==> config.mk <==
export PLATFORM = sky130hd
export DESIGN_NAME = neuron
export DESIGN_NICKNAME = d
export VERILOG_FILES = /design/src/rtl/neuron.sv
export SDC_FILE = /design/constraint.sdc
export NUM_CORES = 1
export LEC_CHECK = 0
export CORE_ASPECT_RATIO = 1.25
export CORE_MARGIN = 2
export CORE_UTILIZATION = 40
export DETAILED_ROUTE_END_ITERATION = 16
export PLACE_DENSITY = 0.78
export SLEW_MARGIN = 20
export SYNTH_ARGS = -nofsm -noshare
export SYNTH_HDL_FRONTEND = slang
export SYNTH_SLANG_ARGS = --single-unit
==> constraint.sdc <==
create_clock -name Clk -period 10.3 [get_ports Clk]
set_input_delay 1.03 -clock Clk [delete_from_list [all_inputs] [get_ports Clk]]
set_output_delay 1.03 -clock Clk [all_outputs]
set_load 0.01 [all_outputs]
==> src/rtl/neuron.sv <==
// Leaky integrate-and-fire neuron. Each cycle the weights of the active synapses
// are summed and added to the membrane potential, and a constant leak is removed.
// When the potential reaches threshold the neuron broadcasts a one-cycle spike
// tagged with its address, clears the potential, and ignores input for a
// refractory window.
module neuron #(
  parameter int                          NUM_SYN     = 32,
  parameter int                          VWIDTH      = 16,
  parameter int                          WWIDTH      = 8,
  parameter logic [NUM_SYN*WWIDTH-1:0]   WEIGHTS     = {32{8'd4}},
  parameter int                          LEAK        = 1,
  parameter int                          THRESHOLD   = 20,
  parameter int                          REFRACTORY  = 2,
  parameter logic [31:0]                 NEURON_ADDR = 32'd0
) (
  input  logic               Clk,
  input  logic               Rst,
  input  logic [NUM_SYN-1:0] SpikeIn,
  output logic [31:0]        SpikeOut,
  output logic [31:0]        SourceAddr
);

  // Sum width covers NUM_SYN max-valued weights with headroom; the extended
  // width holds either operand plus a carry so the saturating add never wraps.
  localparam int SUMW = WWIDTH + $clog2(NUM_SYN) + 1;
  localparam int EW   = ((VWIDTH > SUMW) ? VWIDTH : SUMW) + 1;
  localparam int RW   = (REFRACTORY > 0) ? $clog2(REFRACTORY + 1) : 1;

  localparam logic [EW-1:0] VMAX = {{(EW-VWIDTH){1'b0}}, {VWIDTH{1'b1}}};
  localparam logic [EW-1:0] LK   = EW'(LEAK);
  localparam logic [EW-1:0] THR  = EW'(THRESHOLD);

  logic [VWIDTH-1:0] v_q,     v_d;
  logic [RW-1:0]     ref_q,   ref_d;
  logic [31:0]       spike_q, spike_d;
  logic [31:0]       addr_q,  addr_d;

  logic [NUM_SYN-1:0][SUMW-1:0] wgt;
  logic [SUMW-1:0]              sum;
  logic [EW-1:0]                add_raw, add_sat, v_next;
  logic                         fire;

  // Per-synapse gating: an active line contributes its weight, else zero.
  for (genvar i = 0; i < NUM_SYN; i++) begin : g_syn
    assign wgt[i] = SpikeIn[i] ? SUMW'(WEIGHTS[i*WWIDTH +: WWIDTH]) : '0;
  end

  // Full-width reduction of the gated weights.
  always_comb begin
    sum = '0;
    for (int i = 0; i < NUM_SYN; i++) sum = sum + wgt[i];
  end

  // Integrate with saturation at the top of the potential range, then leak
  // with a floor at zero; the threshold test uses the extended result.
  always_comb begin
    add_raw = EW'(v_q) + EW'(sum);
    add_sat = (add_raw > VMAX) ? VMAX : add_raw;
    v_next  = (add_sat >= LK) ? (add_sat - LK) : '0;
    fire    = (v_next >= THR);
  end

  // Next-state: refractory hold, fire, or plain integration.
  always_comb begin
    v_d     = v_q;
    ref_d   = ref_q;
    spike_d = '0;
    addr_d  = '0;
    if (ref_q != '0) begin
      v_d   = '0;
      ref_d = ref_q - 1'b1;
    end else if (fire) begin
      v_d     = '0;
      ref_d   = RW'(REFRACTORY);
      spike_d = '1;
      addr_d  = NEURON_ADDR;
    end else begin
      v_d = v_next[VWIDTH-1:0];
    end
  end

  // State and registered outputs; reset clears everything immediately.
  always_ff @(posedge Clk or negedge Rst) begin
    if (!Rst) begin
      v_q     <= '0;
      ref_q   <= '0;
      spike_q <= '0;
      addr_q  <= '0;
    end else begin
      v_q     <= v_d;
      ref_q   <= ref_d;
      spike_q <= spike_d;
      addr_q  <= addr_d;
    end
  end

  assign SpikeOut   = spike_q;
  assign SourceAddr = addr_q;

endmodule

==> impl_metrics.json <==
{
  "synth_ff_type": "dfrtp_1",
  "htree_levels": 1,
  "yosysTopAreaCellShare": 0.183,
  "antenna_found_initial": 0,
  "min_period_ps": 8960,
  "critPathLaunch": "SpikeIn[4]",
  "portBuffers": 65,
  "setup_violations": 0,
  "dpl.hpwl_mm": 6.09,
  "finalCritPeriodShare": 0.870,
  "dieArea_mm2": 0.0104,
  "clk_latency_ps": 260,
  "critPathCaptureType": "register",
  "fin_skew_ps": 4.15,
  "final_util": 0.459,
  "avgRoutedWirePerCell_um": 12.5,
  "synth_compound_area_frac": 0.173,
  "first_pass_iters": 4,
  "cp_data_required_time_ps": 10450,
  "diodes": 0,
  "yosysWarnings": 0,
  "synth_top_family_by_area": "adder cells",
  "yosysMostFrequentCell": "buf_4",
  "yosys.area_share.adder": 0.332,
  "num_rows": 40,
  "num_vias": 2968,
  "drtIter0Drc": 157,
  "fillers": 867,
  "synth_edf_count": 0,
  "crit_fanout": 11,
  "finalSetupTns_ps": 0,
  "r2r_start": "v_q[3]",
  "initial_utilization": 0.406,
  "clockBufferDepth": 2,
  "synthTopCellsByCount": "buf_4, inv_1, ha_1, fa_1, nand2_1",
  "netlist_area_mm2": 0.00384,
  "yosys_register_bits": 19,
  "drive_gt1_frac": 0.0688,
  "rr_endpoint": "ref_q[1]",
  "status": "finished clean",
  "ctsHoldBuffers": 0,
  "clk_pin_slew_ps": 50,
  "grt_max_degree": 33,
  "seq_area_frac_synth": 0.124,
  "cts.sinks": 19,
  "die_w_um": 91.6,
  "place.gp.congestion": 0.888,
  "cts_tree": "built",
  "synth.area.mux_share": 0.00782,
  "syn2layout_area_growth_pct": 13.1,
  "cts_buffers": 3,
  "maxSlewHeadroom": 0.409,
  "seq_area_um2": 475,
  "endpoint": "ref_q[1]",
  "yosys.area_share.simple": 0.134,
  "worst_pin_slew_ps": 883,
  "drc_errors": 0,
  "worst-setup-path-type": "primary input to register",
  "ctsResizeCount": 0,
  "reg2reg_depth": 25,
  "drt.antenna.violating_nets": 0,
  "nets": 581,
  "grt.overflow.total": 0,
  "postCtsSetupRepairBufs": 0,
  "stdcell_count": 591,
  "cts-root-buf": "clkbuf_16",
  "synthTopCellsByArea": "fa_1, ha_1, buf_4",
  "startpoint_type": "primary input",
  "multi_input_area_mm2": 0.00273,
  "async_reset_ff_frac": 1.00,
  "cp.arrival_ps": 9110,
  "hold_class": "register to register",
  "crit_path_max_incr_delay_ps": 560,
  "grt_pass1_vias": 2890,
  "fmax_mhz": 112,
  "drv_slew": 0,
  "rsz0062_at_grt": "no",
  "dp.cells": 587,
  "io_pins": 98,
  "hold_viol": 0,
  "grt_pass1_wl_mm": 13.0,
  "synth_cell_types": 70,
  "wirelength_mm": 7.37,
  "reg2reg_slack_ps": 2570,
  "core_area_mm2": 0.00946,
  "routed_via_density": 5.02,
  "synth_top_cell_by_area": "fa_1",
  "synthXorXnorAreaFrac": 0.0228,
  "syn_area_per_cell_um2": 8.99,
  "cap_violations": 0,
  "netlist_instances": 427,
  "chipHeight_um": 114,
  "cp_slowest_cell": "fa_1",
  "grt_usage": 0.151
}
## state kept, by name, indices dropped and copies added (netlist names)
register	cells
SpikeOut	1
ref_q	2
v_q	16
## placed cells by master, fill, tap and decap left out, drive strengths merged, types with 2 or more instances in the layout
cell type,Yosys,layout
nand4,7,7
clkbuf,3,3
nor4,2,2
and3,6,6
xnor2,7,7
o211a,4,4
a211oi,4,4
conb,1,43
a21boi,2,2
a31oi,5,5
o211ai,7,7
a21o,8,8
and2,5,5
ha,46,46
o21a,3,3
inv,65,65
clkdlybuf4s50,0,65
o22ai,7,7
or2,3,3
or2b,2,2
mux2i,3,3
o21ai,9,9
nand3,10,10
xor2,3,3
fa,35,35
or3,4,4
a211o,7,7
nor2b,5,5
nand2,22,22
a21oi,12,12
nor2,14,14
or4,3,3
o31ai,3,3
nor3,2,2
a2111oi,2,2
dfrtp,19,19
## layout make-up
type                       instances  share of cell area
tap                              126              0.0363
inverter                          65              0.0562
timing repair buffer              65               0.150
clock buffer                       3              0.0173
sequential                        19               0.110
multi-input combinational        312               0.630
clock inverter                     1             0.00115
## worst min path at each step
| stage | startpoint | end | slack [ps] | cells past startpoint |
|---|---|---|---|---|
| 6_report | ref_q[0] | ref_q[0] | 660 | 3 |
| 5_1_grt | ref_q[0] | ref_q[0] | 730 | 3 |
| 4_1_cts | ref_q[0] | ref_q[0] | 660 | 3 |
| 3_5_place_dp | ref_q[0] | ref_q[0] | 650 | 3 |
| 3_3_place_gp | ref_q[0] | ref_q[0] | 640 | 3 |
| 2_1_floorplan | ref_q[0] | ref_q[0] | 610 | 3 |
## logic make-up (layout without fill, tap and decap cells)
kind of cell    Yosys count  count (layout)
buf+inv                 138             134
compound gates           83              83
xor+xnor                 10              10
mux                       3               3
simple gates             92              92
fa+ha+maj                81              81
other cells               1              43
flops                    19              19
## critical path: cells and delay by family
kind / cells / cell delay, ps
buffers and inverters: 7 / 790
and+or+nand+nor: 8 / 2180
adders and majority gates: 9 / 3900
AOI/OAI and AO/OA: 5 / 1190
## per-stage QoR
stage	setup WS (ps)	hold WS, ps	area [um^2]
2_1_floorplan	2050	613	4000
3_3_place_gp	1320	640	4260
3_5_place_dp	1130	651	4260
4_1_cts	1400	663	4340
5_1_grt	780	730	4340
6_report	1340	664	4340
## metal layers
| metal | track usage | wire length (um) | vias to the layer above |
|---|---|---|---|
| met5 | 0 | 0 | - |
| met1 | 0.174 | 2970 | 1429 |
| li1 | - | - | 1425 |
| met3 | 0.0238 | 325 | 23 |
| met4 | 0.0717 | 249 | 0 |
| met2 | 0.272 | 3830 | 91 |
Power is left out: the tool's default activity adds up to more than one toggle a clock period on the data nets, which glitch-free logic cannot reach.
